[config.mk]
export PLATFORM = sky130hd
export DESIGN_NAME = prci_rstseq
export DESIGN_NICKNAME = d
export VERILOG_FILES = /design/src/rtl/prci_rstseq.sv
export SDC_FILE = /design/constraint.sdc
export NUM_CORES = 1
export LEC_CHECK = 0
export CORE_ASPECT_RATIO = 1.5
export CORE_MARGIN = 10
export CORE_UTILIZATION = 50
export DETAILED_ROUTE_END_ITERATION = 8
export PLACE_DENSITY_LB_ADDON = 0.3
export SYNTH_ARGS = -nofsm -noshare
export SYNTH_HDL_FRONTEND = slang
export SYNTH_SLANG_ARGS = --single-unit
[constraint.sdc]
create_clock -name i_clk -period 2.55 [get_ports i_clk]
set_clock_uncertainty 0.05 [all_clocks]
set_input_delay 0.51 -clock i_clk [delete_from_list [all_inputs] [get_ports i_clk]]
set_output_delay 0.51 -clock i_clk [all_outputs]
set_load 0.03 [all_outputs]
[src/rtl/prci_rstseq.sv]
// prci_rstseq -- PLL-lock filtered, ordered reset-release sequencer.
// Domains leave reset one at a time in ascending order: each domain is held in
// reset for HOLD_CYCLES, then released, then (optionally) its ready is awaited
// before the next domain's turn. Loss of PLL lock drops every domain at once;
// a soft reset request restarts sequencing from the lowest requested domain.
// Optional feature: define PRCI_RSTSEQ_TIMEOUT_EN to build the ready-wait
// timeout counter and the sticky o_timeout flags. Without it the sequencer
// waits for ready indefinitely and o_timeout is constant zero.
module prci_rstseq #(
    parameter int unsigned            NUM_DOMAINS   = 4,
    parameter int unsigned            LOCK_FILTER   = 8,
    parameter int unsigned            HOLD_CYCLES   = 16,
    parameter logic [NUM_DOMAINS-1:0] READY_MASK    = '0,
    parameter int unsigned            READY_TIMEOUT = 65535
) (
    input  logic                   i_clk,
    input  logic                   i_nrst,
    input  logic                   i_pll_lock,
    input  logic [NUM_DOMAINS-1:0] i_ready,
    input  logic [NUM_DOMAINS-1:0] i_sw_reset,
    output logic [NUM_DOMAINS-1:0] o_nrst,
    output logic [NUM_DOMAINS-1:0] o_timeout,
    output logic                   o_busy,
    output logic [2:0]             o_state
);

    // Externally visible state encoding.
    localparam logic [2:0] ST_WAIT_LOCK = 3'd0;
    localparam logic [2:0] ST_HOLD      = 3'd1;
    localparam logic [2:0] ST_WAIT_RDY  = 3'd2;
    localparam logic [2:0] ST_RUN       = 3'd3;

    localparam int unsigned IDX_W = (NUM_DOMAINS > 1) ? $clog2(NUM_DOMAINS) : 1;
    localparam int unsigned LCK_W = (LOCK_FILTER > 1) ? $clog2(LOCK_FILTER) : 1;
    localparam int unsigned HLD_W = (HOLD_CYCLES > 1) ? $clog2(HOLD_CYCLES) : 1;

    localparam logic [IDX_W-1:0] IDX_LAST  = IDX_W'(NUM_DOMAINS - 1);
    localparam logic [LCK_W-1:0] LOCK_LAST = LCK_W'(LOCK_FILTER - 1);
    localparam logic [HLD_W-1:0] HOLD_LAST = HLD_W'(HOLD_CYCLES - 1);

    // Elaboration-time parameter range guards.
    if (NUM_DOMAINS < 1 || NUM_DOMAINS > 16) begin : g_bad_num_domains
        $error("prci_rstseq: NUM_DOMAINS must be in 1..16");
    end
    if (LOCK_FILTER < 1) begin : g_bad_lock_filter
        $error("prci_rstseq: LOCK_FILTER must be >= 1");
    end
    if (HOLD_CYCLES < 1) begin : g_bad_hold_cycles
        $error("prci_rstseq: HOLD_CYCLES must be >= 1");
    end
    if (READY_TIMEOUT < 1) begin : g_bad_ready_timeout
        $error("prci_rstseq: READY_TIMEOUT must be >= 1");
    end

    logic [2:0]             state;
    logic [2:0]             state_d;
    logic [IDX_W-1:0]       idx;
    logic [IDX_W-1:0]       idx_d;
    logic [LCK_W-1:0]       lock_cnt;
    logic [LCK_W-1:0]       lock_cnt_d;
    logic [HLD_W-1:0]       hold_cnt;
    logic [HLD_W-1:0]       hold_cnt_d;
    logic [NUM_DOMAINS-1:0] nrst_d;

    logic                   sw_hit;
    logic [IDX_W-1:0]       sw_m;
    logic [NUM_DOMAINS-1:0] keep_mask;
    logic [NUM_DOMAINS-1:0] rel_bit;
    logic                   lose_lock;
    logic                   sw_take;
    logic                   rdy_ok;
    logic                   tmo_hit;
    logic                   leave_rdy;

`ifdef PRCI_RSTSEQ_TIMEOUT_EN
    localparam int unsigned      TMO_W    = (READY_TIMEOUT > 1) ? $clog2(READY_TIMEOUT) : 1;
    localparam logic [TMO_W-1:0] TMO_LAST = TMO_W'(READY_TIMEOUT - 1);

    logic [TMO_W-1:0]       tmo_cnt;
    logic [TMO_W-1:0]       tmo_cnt_d;
    logic [NUM_DOMAINS-1:0] timeout_d;

    assign tmo_hit = (tmo_cnt == TMO_LAST);
`else
    assign tmo_hit = 1'b0;
`endif

    // Lowest requested soft-reset domain; the descending scan leaves the lowest set bit last.
    always_comb begin
        sw_hit = 1'b0;
        sw_m   = '0;
        for (int unsigned j = NUM_DOMAINS; j > 0; j--) begin
            if (i_sw_reset[j-1]) begin
                sw_hit = 1'b1;
                sw_m   = IDX_W'(j - 1);
            end
        end
    end

    // Per-domain masks: domains kept out of a soft reset, and the domain whose turn it is.
    always_comb begin
        keep_mask = '0;
        rel_bit   = '0;
        for (int unsigned j = 0; j < NUM_DOMAINS; j++) begin
            keep_mask[j] = (IDX_W'(j) < sw_m);
            rel_bit[j]   = (IDX_W'(j) == idx);
        end
    end

    // Event qualification shared by the state and timeout logic.
    always_comb begin
        lose_lock = (state != ST_WAIT_LOCK) && !i_pll_lock;
        sw_take   = sw_hit && ((state == ST_RUN) ||
                               (((state == ST_HOLD) || (state == ST_WAIT_RDY)) && (sw_m <= idx)));
        rdy_ok    = !READY_MASK[idx] || i_ready[idx];
        leave_rdy = rdy_ok || tmo_hit;
    end

    // Next-state logic. Priority: lock loss, then soft reset, then normal sequencing.
    // Counters default to zero so every exit path clears them without extra code.
    always_comb begin
        state_d    = state;
        idx_d      = idx;
        nrst_d     = o_nrst;
        lock_cnt_d = '0;
        hold_cnt_d = '0;

        if (lose_lock) begin
            state_d = ST_WAIT_LOCK;
            idx_d   = '0;
            nrst_d  = '0;
        end else if (sw_take) begin
            state_d = ST_HOLD;
            idx_d   = sw_m;
            nrst_d  = o_nrst & keep_mask;
        end else begin
            case (state)
                ST_WAIT_LOCK: begin
                    if (i_pll_lock) begin
                        if (lock_cnt == LOCK_LAST) begin
                            state_d = ST_HOLD;
                            idx_d   = '0;
                        end else begin
                            lock_cnt_d = lock_cnt + 1'b1;
                        end
                    end
                end
                ST_HOLD: begin
                    if (hold_cnt == HOLD_LAST) begin
                        nrst_d  = o_nrst | rel_bit;
                        state_d = ST_WAIT_RDY;
                    end else begin
                        hold_cnt_d = hold_cnt + 1'b1;
                    end
                end
                ST_WAIT_RDY: begin
                    if (leave_rdy) begin
                        if (idx == IDX_LAST) begin
                            state_d = ST_RUN;
                        end else begin
                            state_d = ST_HOLD;
                            idx_d   = idx + 1'b1;
                        end
                    end
                end
                ST_RUN: begin
                    state_d = ST_RUN;
                end
                default: begin
                    state_d = ST_WAIT_LOCK;
                    idx_d   = '0;
                    nrst_d  = '0;
                end
            endcase
        end
    end

    // Sequencer state and domain reset registers.
    always_ff @(posedge i_clk or negedge i_nrst) begin
        if (!i_nrst) begin
            state    <= ST_WAIT_LOCK;
            idx      <= '0;
            lock_cnt <= '0;
            hold_cnt <= '0;
            o_nrst   <= '0;
        end else begin
            state    <= state_d;
            idx      <= idx_d;
            lock_cnt <= lock_cnt_d;
            hold_cnt <= hold_cnt_d;
            o_nrst   <= nrst_d;
        end
    end

`ifdef PRCI_RSTSEQ_TIMEOUT_EN
    // Ready-wait timeout: counts only while staying in WAIT_RDY without ready.
    always_comb begin
        tmo_cnt_d = '0;
        timeout_d = o_timeout;
        if ((state == ST_WAIT_RDY) && !lose_lock && !sw_take && !rdy_ok) begin
            if (tmo_hit) begin
                timeout_d = o_timeout | rel_bit;
            end else begin
                tmo_cnt_d = tmo_cnt + 1'b1;
            end
        end
    end

    // Timeout counter and sticky flags; flags clear only on i_nrst.
    always_ff @(posedge i_clk or negedge i_nrst) begin
        if (!i_nrst) begin
            tmo_cnt   <= '0;
            o_timeout <= '0;
        end else begin
            tmo_cnt   <= tmo_cnt_d;
            o_timeout <= timeout_d;
        end
    end
`else
    assign o_timeout = '0;
`endif

    assign o_busy  = (state != ST_RUN);
    assign o_state = state;

endmodule

Word-level counts from Yosys, hierarchy flattened
Cells that the tools add are included.

word-level totals
  register bits after elaboration = 16
  output and inout port bits = 12

operators by class
  add/subtract/negate cells = 3
  magnitude comparators = 6
  equal/unequal tests = 17
  muxes and demuxes = 40
  bitwise logic cells = 2
  reduce and logical (&&, ||, !) cells = 16

operators by type and width
  kind                   count
  $mux W3                11
  $mux W4                7
  $mux W2                11
  $ne A4 B4 Y1 const B   4
  $pmux W3 S4            1
  $pmux W4 S2            1
  $eq A3 B2 Y1 const B   2
  $mux W1                6
  $ne A3 B1 Y1 const B   2
  $pmux W2 S3            1
  $reduce_and A5 Y1      1
  $add A4 B1 Y4 const B  1
  $and A4 B4 Y4          1
  $bmux W1 S2            2
  $eq A2 B2 Y1 const A   2
  $eq A4 B4 Y1 const B   1
  $lt A1 B2 Y1 const A   2
  $lt A2 B2 Y1 const A   2
  $ne A4 B3 Y1 const B   1
  $or A4 B4 Y4           1
  $reduce_and A4 Y1      1
  $add A3 B1 Y3 const B  1
  $eq A3 B1 Y1 const B   1
  $eq A3 B3 Y1 const B   1
  other kinds (15)       20

Longest topological paths before layout
Gate-level depths: netlist of run 1.

  depth after elaboration = 10
  gate-level depth with buffers = 9
  depth with buffers taken out = 8

Worst setup path before layout of run 1
No wires, ideal clock.

  path type = in2reg
  from = input port i_sw_reset[2]
  to = register idx[0]
  library setup time = 0.125 ns
  arrival = 1.925 ns
  data required time = 2.375 ns
  slack = 0.450 ns
  stages = 8
  path buffers = 0
  cells stage by stage = nor2_1 -> nor3_1 -> ha_1 -> nor2b_1 -> o21ai_1 -> o21ai_1 -> a21oi_1 -> mux2_2

between the ends
  longest elaborated chain between the ends = 9

RTL lines
  item                                                    line  text
  start: declaration                                      20    input logic [NUM_DOMAINS-1:0] i_sw_reset,
  $mux W2 (3 in a row)                                    93    if (i_sw_reset[j-1]) begin
  $le A2 B2 Y1                                            114   (((state == ST_HOLD) || (state == ST_WAIT_RDY)) && (sw_m <= idx)));
  $logic_and A1 B1 Y1                                     114
  $logic_or A1 B1 Y1                                      113   sw_take = sw_hit && ((state == ST_RUN) ||
  $logic_and A1 B1 Y1                                     113
  $ne A4 B4 Y1 (no line) (tied with other cells)          -
  $reduce_and A5 Y1 (no line) or $mux W2 (tied branches)  -
  end signal: assignment                                  188   idx <= idx_d;
  end: declaration                                        57    logic [IDX_W-1:0] idx;

Parallel ways exist; a longest one is shown, timed or not.
A chain may end at the register's enable or synchronous reset.

Worst setup path in the final report of run 1
  from = input port i_sw_reset[2]
  to = register state[1], in the netlist o_state[1]

between the ends
  longest elaborated chain between the ends = 9

RTL lines
  item                                                    line  text
  $mux W2 (3 in a row)                                    93
  $le A2 B2 Y1                                            114
  $logic_and A1 B1 Y1                                     114
  $logic_or A1 B1 Y1                                      113
  $logic_and A1 B1 Y1 (*)                                 113
  $ne A4 B4 Y1 (no line) (tied with other cells)          -
  $reduce_and A4 Y1 (no line) or $mux W3 (tied branches)  -
  end signal: assignment                                  187   state <= state_d;
  end: declaration                                        55    logic [2:0] state;

Mark *: on every way between the ends. The rest lies on a longest branch, timed or not.

==> impl_metrics.yaml, run 1 <==
outcome:
  status: "finished clean"
floorplanning:
  die_y_um: 78.4
  die_x_um: 58.9
  core_area_um2: 2210
  rows: 21
  die_area_um2: 4620
  start_util: 0.515
  ios: 23
detailed_routing:
  wl_per_cell_um: 15.5
  firstDrtPassIters: 4
  via_count: 942
  drc: 0
  viasPerCell: 5.64
  drt_iter0_drc: 15
  wl_um: 2590
  ant_nets: 0
sta:
  finalWorstSetupSlack_ns: 0.106
  period_share: 0.958
  hold_violations: 0
  max_freq_ghz: 0.409
  fin_crit_ns: 2.44
  rsz0062_at_grt: "no"
  hold_slack_ns: 0.402
  fin_tns_setup_ns: 0
  drv_slew: 0
  tightest_slew_ns: 0.656
  slew_headroom: 0.561
  setup_viol: 0
setup_path:
  worstPathMaxFanout: 3
  reg2regPathDepth: 6
  worstPathArrival_ns: 2.60
  worstPathCellList: "clkdlybuf4s50_1 -> buf_4 -> nor2b_1 -> o21bai_1 -> ha_1 -> nand2_1 -> o21a_1 -> a21boi_4 -> or3_1 -> o22ai_2"
  worst-setup-path-type: "input pin to flip-flop"
  cp-start-kind: "input pin"
  r2r_end: "idx[0]"
  critPathCaptureType: "flip-flop"
  reg2reg_slack_ns: 0.32
  required_ns: 2.70
  critPathBufInv: 2
  rr_startpoint: "o_state[1]"
  crit_path_top_delay_cell: "clkdlybuf4s50_1"
  max_stage_delay_ns: 0.48
  crit_family: "compound AO/OA/AOI/OAI gates"
placement:
  place_ws_ns: -0.196
  hpwlAfterDp_um: 2140
  io_buffers: 13
  gp_congestion: 0.914
  place_inst: 163
clocking:
  cts-root-buf: "clkbuf_4"
  clkTransAtPathRegs_ns: 0.08
  cts_made_buffers: 3
  cts_htree_levels: 1
  cts.path.max_buffers: 2
  clock_latency_ns: 0.29
  cts_tree: "yes"
  clock_sinks: 15
synth:
  synth_cells: 120
  synth-edff-count: 0
  postSynthAreaPerCell_um2: 9.48
  ys.flop_type: "dfrtp_1"
  synth-async-reset-ratio: 1.00
  yosysUniqueCellTypes: 43
  yosysWarnings: 0
  synth_area_um2: 1140
  yosysSeqAreaShare: 0.330
  synth-seq-cells: 15
  yosysTopAreaCell: "dfrtp_1"
  synth.area.top_cells: "dfrtp_1 33%, ha_1 17%, buf_4 3.3%"
  netlist.area_leader.share: 0.330
cells_and_area:
  nets: 171
  drive_gt1_frac: 0.153
  syn_to_final_growth_pct: 20.4
  antenna_cells: 0
  layout.cells.non_filler: 167
grt:
  grt.met3_usage: 0.0145
  grt.total_usage: 0.116
  grtUsageMet2: 0.206
  top_usage_layer: "met2"
  grt_pass1_wl_um: 4320
  first_global_vias: 988
  grt_max_degree: 16
  grt_overflow: 0
  grt_use_met1: 0.116
  antenna_found_initial: 0
hold_path:
  hold_end: "lock_cnt[0]"
  hold_start: "lock_cnt[0]"
  hold_depth: 1
  hold_path.class: "flip-flop to flip-flop"
power:
  power_leakage_nw: 0.642
  power.density_nw_per_um2: 1100
  vdd.ir_drop.worst_v: 0.000600
job:
  maxCapViolCount: 0
[worst max-delay path by stage]
stage / startpoint / end / slack (ns) / depth (start not counted)
6_report: i_sw_reset[2] / o_state[1] / 0.11 / 10
5_1_grt: i_sw_reset[2] / o_state[1] / 0.0006 / 10
4_1_cts: o_state[0] / o_busy / 0.04 / 3
3_5_place_dp: i_sw_reset[2] / o_state[1] / -0.20 / 10
3_3_place_gp: i_sw_reset[3] / idx[0] / -0.14 / 9
2_1_floorplan: i_sw_reset[2] / idx[0] / 0.45 / 8
[state kept, by name, summed over array words and instances (netlist names)]
signal / cells
o_state: 2
idx: 2
o_nrst: 4
hold_cnt: 4
lock_cnt: 3
[stage by stage]
stage	cell area, µm²	utilization	total power (W)
6_report	1370	0.620	0.00151
5_1_grt	1370	0.620	0.00163
4_1_cts	1360	0.616	0.00150
3_5_place_dp	1330	0.604	0.00136
3_3_place_gp	1330	0.604	0.00132
2_1_floorplan	1150	-	0.00106
[cells in the mapped netlist (all sizes together) (3+ instances only)]
| cell | number |
|---|---|
| dfrtp | 15 |
| o211ai | 3 |
| o22ai | 3 |
| o21ai | 7 |
| nand2 | 5 |
| nor2 | 9 |
| a21oi | 6 |
| inv | 9 |
| nor2b | 3 |
| nand3 | 6 |
| nor3 | 3 |
| buf | 7 |
| ha | 15 |
[power by group]
| part | total (W) | internal, W | leakage, nW | switching (W) |
|---|---|---|---|---|
| clock network | 0.000135 | 0.0000583 | 0.0177 | 0.0000764 |
| logic | 0.000998 | 0.000442 | 0.422 | 0.000555 |
| registers | 0.000375 | 0.000301 | 0.202 | 0.0000740 |
| total | 0.00151 | 0.000802 | 0.642 | 0.000706 |
[what timing repair did]
item,in CTS,in global routing
gates resized for setup,0,2
buffers inserted,0,0
endpoints found under the setup margin,0,2
hold buffers,0,0
[cell type report]
class	count	area (µm²)
Clock buffer	3	22.5
Clock inverter	1	5.00
Fill cell	200	838
Inverter	9	33.8
Multi-Input combinational cell	93	696
Sequential cell	15	375
Tap cell	23	28.8
Timing Repair Buffer	23	208
[placed cells by master, fill, tap and decap left out, types with 2 or more instances in the layout]
master            n
o21ai_0           4
ha_1             15
clkdlybuf4s50_1  12
nor2b_1           3
nor2_1            8
o22ai_1           2
a21oi_1           5
conb_1            5
xor2_1            2
mux2_2            2
and2_1            2
nor3_1            3
clkbuf_4          3
dfrtp_1          15
nand2_1           5
o211ai_1          3
buf_4            10
inv_1             9
nand3_1           6
and3_1            2
o21ai_1           3
[routing by layer]
metal  wire length (µm)  up-vias
met2               1400       25
met3                109       10
met1                945      445
met4                127        0
li1                   -      462
met5                  0        -
[logic make-up (layout without fill, tap and decap cells)]
kind of cell               Yosys count  in the layout  synth area share
AOI/OAI and AO/OA                   31             31             0.208
xor gates and xnor gates             2              2            0.0154
muxes                                3              3            0.0286
DFF                                 15             15             0.330
buffers and inverters               16             36            0.0770
other                                1              5           0.00330
and+or+nand+nor                     37             37             0.173
adders and majority gates           15             15             0.165
Note: power is estimated with default switching activity, not from simulation.
==> run 2, diff against run 1 <==
- clock period: 2.55 -> 2.65 ns (I/O delays scaled with it)
==> impl_metrics.yaml, run 2 (same netlist as run 1, synthesis figures left out) <==
setup_path:
  worst-setup-path-type: "flip-flop to primary output"
  worstPathMaxFanout: 8
  cp-start-kind: "flip-flop"
  reg2regPathDepth: 6
  critPathCaptureType: "primary output"
  max_stage_delay_ns: 0.70
  required_ns: 2.07
  worstPathCellList: "ha_1 -> inv_1 -> clkdlybuf4s50_1"
  worstPathArrival_ns: 1.93
  crit_path_top_delay_cell: "clkdlybuf4s50_1"
clocking:
  clkTransAtPathRegs_ns: 0.09
  ctsHoldBuffers: 0
  post_cts_buffers: 0
  cts_tree: "yes"
  cts_resized: 0
  cts-root-buf: "clkbuf_4"
  cts_htree_levels: 1
  cts.path.max_buffers: 2
  clock_sinks: 15
  cts_made_buffers: 3
  clock_latency_ns: 0.29
cells_and_area:
  nets: 170
  antenna_cells: 0
  reg_top3: "hold_cnt: 4 flops, o_nrst: 4 flops, lock_cnt: 3 flops"
  multi_input_area_um2: 689
  syn_to_final_growth_pct: 18.9
  final-seq-area_um2: 375
  layout.cells.non_filler: 166
  mostFrequentLayoutCells: "15 x ha_1, 15 x dfrtp_1, 13 x clkdlybuf4s50_1, 9 x inv_1, 9 x buf_4"
  drive_gt1_frac: 0.140
  nFillCells: 216
grt:
  grt_overflow: 0
  first_global_vias: 1028
  grt_max_degree: 16
  grt_pass1_wl_um: 4330
  grt.total_usage: 0.117
  antenna_found_initial: 0
power:
  power.density_nw_per_um2: 1060
  internal-power_w: 0.000766
  pwr-share-seq: 0.249
  p_sw_w: 0.000666
  power.share.clock: 0.093
  power_leakage_nw: 0.634
  combPwrFrac: 0.658
  p_sw_frac: 0.465
  vdd.ir_drop.worst_v: 0.000602
detailed_routing:
  drt_iter0_drc: 17
  via_count: 924
  wl_um: 2520
  viasPerCell: 5.57
  firstDrtPassIters: 4
  drc: 0
  ant_nets: 0
  wl_per_cell_um: 15.2
floorplanning:
  die_area_um2: 4620
  die_x_um: 58.9
  rows: 21
  ios: 23
  core_area_um2: 2210
  die_y_um: 78.4
  start_util: 0.515
outcome:
  status: "finished clean"
sta:
  max_freq_ghz: 0.398
  setup_viol: 0
  hold_violations: 0
  tightest_slew_ns: 0.661
  rsz0062_at_grt: "no"
  fin_crit_ns: 2.51
  period_share: 0.949
  finalWorstSetupSlack_ns: 0.136
  drv_slew: 0
  slew_headroom: 0.558
  fin_tns_setup_ns: 0
job:
  maxCapViolCount: 0
placement:
  io_buffers: 13
  gp_congestion: 0.876
  place_ws_ns: -0.123
  place_inst: 162
  hpwlAfterDp_um: 2130
hold_path:
  hold_path.class: "flip-flop to flip-flop"
  hold_depth: 1
[run 2: cell count changes in the layout (fill, tap and decap cells not counted), sizes merged]
cell           previous run  this run
buf                      10         9
dlymetal6s2s              1         0
clkdlybuf4s50            12        13
[run 2: final timing paths]
check                                  from          end  slack [ns]
worst max-delay path             o_state[1]       o_busy        0.14
max in group asynchronous            i_nrst   o_state[0]        1.54
worst min register to register  lock_cnt[0]  lock_cnt[0]        0.40
worst max register to register   o_state[1]       idx[0]        0.48
worst min-delay path            lock_cnt[0]  lock_cnt[0]        0.40
min in group asynchronous            i_nrst  hold_cnt[1]        0.58
[run 2: stage by stage]
step	area [µm²]	utilization	total power, W	hold slack (ns)
after floorplan	1150	-	0.00102	0.184
after global placement	1330	0.600	0.00127	0.379
after detailed placement	1330	0.600	0.00130	0.397
after CTS	1350	0.613	0.00144	0.409
after global routing	1350	0.613	0.00156	0.434
final	1350	0.613	0.00143	0.400
[run 2: power groups by stage]
stage | Sequential [W] | Clock (W) | Combinational, W
4_1_cts | 0.000357 | 0.000135 | 0.000944
6_report | 0.000356 | 0.000134 | 0.000942
2_1_floorplan | 0.000401 | 0 | 0.000615
3_5_place_dp | 0.000361 | 0 | 0.000943
5_1_grt | 0.000366 | 0.000145 | 0.00105
3_3_place_gp | 0.000358 | 0 | 0.000916
[run 2: metal layers]
metal,global-route usage,routed length [µm],vias up
li1,-,-,463
met1,0.107,902,434
met2,0.214,1430,20
met3,0.0290,111,7
met4,0.0760,70,0
met5,0,0,-
[run 2: final cells by class]
cell class | instances | share of cell area
multi-input cells | 93 | 0.510
flip-flops and latches | 15 | 0.278
repair buffers | 22 | 0.146
inverters | 9 | 0.0250
well taps | 23 | 0.0213
clock buffers | 3 | 0.0167
clock inverters | 1 | 0.00370
[run 2: worst max-delay path: cells and delay by family (launching register included)]
kind                     cells  cell delay (ns)
buffers and inverters        2             0.87
flip-flops                   1             0.48
adder cells (fa/ha/maj)      1             0.30
==> run 3, diff against run 2 <==
- ABC_AREA: unset -> 1
- RECOVER_POWER: unset -> 25
==> impl_metrics.yaml, run 3 <==
power:
  vdd.ir_drop.worst_v: 0.000680
  power.share.clock: 0.092
  combPwrFrac: 0.664
  p_total_w: 0.00144
  power.density_nw_per_um2: 1060
  power_leakage_nw: 0.742
  p_sw_frac: 0.512
  p_sw_w: 0.000737
  internal-power_w: 0.000703
  pwr-share-seq: 0.245
synth:
  synth-simple-area-share: 0.358
  ys_top_cells_by_count: "45 x nand2_1, 19 x inv_1, 17 x nand3_1, 17 x nor2_1"
  yosysUniqueCellTypes: 23
  ys.flop_type: "dfrtp_1"
  netlist.area_leader.share: 0.319
  synth-async-reset-ratio: 1.00
  synth-adder-area-share: 0.159
  synth_top_family_by_area: "simple AND/OR/NAND/NOR gates"
  synth-seq-cells: 15
  muxShareOfSynthArea: 0
  yosysTopAreaCell: "dfrtp_1"
  synth-edff-count: 0
  yosysWarnings: 0
  synth_area_um2: 1180
  postSynthAreaPerCell_um2: 7.45
  yosysSeqAreaShare: 0.319
  synth-compound-area-share: 0.0436
  synth_xor_area_frac: 0.0149
  synth_cells: 158
  synth.most_common_cell: "nand2_1"
  synth.area.top_cells: "dfrtp_1 32%, ha_1 16%, nand2_1 14%"
setup_path:
  reg2regPathDepth: 13
  r2r_end: "o_nrst[2]"
  worstPathMaxFanout: 12
  critPathCaptureType: "flip-flop"
  cp-start-kind: "input pin"
  worstPathArrival_ns: 2.54
  reg2reg_slack_ns: 0.74
  rr_startpoint: "idx[1]"
  setup.worst_path.start: "i_sw_reset[2]"
  worst-setup-path-type: "input pin to flip-flop"
  required_ns: 2.79
detailed_routing:
  drc: 0
  via_count: 991
  viasPerCell: 4.96
  drt_iter0_drc: 29
  ant_nets: 0
  firstDrtPassIters: 4
  wl_per_cell_um: 12.0
  wl_um: 2400
floorplanning:
  ios: 23
  rows: 21
  die_area_um2: 4740
  start_util: 0.527
  core_area_um2: 2230
  die_y_um: 79.4
  die_x_um: 59.6
placement:
  io_buffers: 13
  place_inst: 196
  hpwlAfterDp_um: 1900
  gp_congestion: 0.859
  placed_cell_area_um2: 1330
clocking:
  ctsHoldBuffers: 0
  cts_made_buffers: 3
  clkTransAtPathRegs_ns: 0.09
  cts_tree: "yes"
  post_cts_buffers: 0
  clock_sinks: 15
  cts_resized: 0
  cts_htree_levels: 1
  clock_latency_ns: 0.28
  cts.path.max_buffers: 2
  cts-root-buf: "clkbuf_4"
cells_and_area:
  fin_util: 0.609
  mostFrequentLayoutCells: "45 x nand2_1, 19 x inv_1, 17 x nor2_1, 17 x nand3_1"
  syn_to_final_growth_pct: 15.5
  drive_gt1_frac: 0.107
  nets: 204
  antenna_cells: 0
  layout.cells.non_filler: 200
  reg_top3: "hold_cnt: 4 flops, o_nrst: 4 flops, lock_cnt: 3 flops"
  design_area_um2: 1360
  nFillCells: 214
  final_common_cell: "nand2_1"
outcome:
  status: "finished clean"
hold_path:
  hold_path.class: "flip-flop to flip-flop"
  hold_depth: 1
  hold_start: "lock_cnt[0]"
  hold_end: "lock_cnt[0]"
grt:
  grt_overflow: 0
  first_global_vias: 1032
  grt.total_usage: 0.107
  grt_max_degree: 16
  antenna_found_initial: 0
  grt_pass1_wl_um: 4220
sta:
  setup_viol: 0
  fin_crit_ns: 2.41
  drv_slew: 0
  max_freq_ghz: 0.416
  tightest_slew_ns: 0.672
  period_share: 0.908
  slew_headroom: 0.550
  rsz0062_at_grt: "no"
  hold_violations: 0
job:
  maxCapViolCount: 0
-- run 3: cell count changes after synthesis, moves of 9 or more --
cell,before,now
inv_1,9,19
nor2_1,8,17
nand2_1,5,45
nand3_1,6,17
-- run 3: final cells by class --
| cell class | count | area, µm² | area share |
|---|---|---|---|
| repair buffers | 17 | 160 | 0.118 |
| multi-input cells | 122 | 697 | 0.512 |
| well taps | 23 | 28.8 | 0.0212 |
| clock inverters | 1 | 5.00 | 0.00368 |
| flip-flops and latches | 15 | 375 | 0.276 |
| clock buffers | 3 | 22.5 | 0.0166 |
| inverters | 19 | 71.3 | 0.0524 |
-- run 3: worst max-delay path by stage --
stage | cells past startpoint | to
3_3_place_gp | 17 | o_nrst[2]
5_1_grt | 17 | o_nrst[2]
6_report | 17 | o_nrst[2]
2_1_floorplan | 16 | o_nrst[2]
4_1_cts | 17 | o_nrst[2]
3_5_place_dp | 17 | o_nrst[2]
-- run 3: critical path, cell delays in order --
cell	delay, ns
clkdlybuf4s50_1	0.43
nor2_2	0.14
nor2_1	0.06
nand2_1	0.08
inv_1	0.06
ha_1	0.29
nand2_1	0.06
nand2_1	0.05
nand2_1	0.07
nand2_2	0.08
nand2_4	0.05
nand2_4	0.15
nand3_2	0.16
nand2_2	0.18
inv_1	0.05
nand2_1	0.06
nand2_1	0.04
-- run 3: kinds of logic after synthesis --
kind of cell,after synthesis
compound gates,9
fa+ha+maj,15
flops,15
other cells,1
simple gates,91
xor+xnor,2
buf+inv,25
-- run 3: power by group through the flow --
stage / Sequential, W / Clock, W / Combinational (W)
6_report: 0.000352 / 0.000132 / 0.000956
5_1_grt: 0.000360 / 0.000146 / 0.00110
4_1_cts: 0.000352 / 0.000138 / 0.000969
3_5_place_dp: 0.000356 / 0 / 0.000960
3_3_place_gp: 0.000354 / 0 / 0.000941
2_1_floorplan: 0.000399 / 0 / 0.000687
-- run 3: routing by layer --
metal	track usage	share of wire
met1	0.114	0.42
met2	0.187	0.52
met3	0.0303	0.047
met4	0.0450	0.0079
met5	0	0
-- run 3: stage by stage --
step                      setup WS [ns]  setup TNS (ns)  hold slack [ns]
after floorplan                   0.568               0            0.184
after global placement           0.0123               0            0.386
after detailed placement        -0.0638         -0.0857            0.392
after CTS                         0.235               0            0.411
after global routing             0.0398               0            0.437
final                             0.244               0            0.411
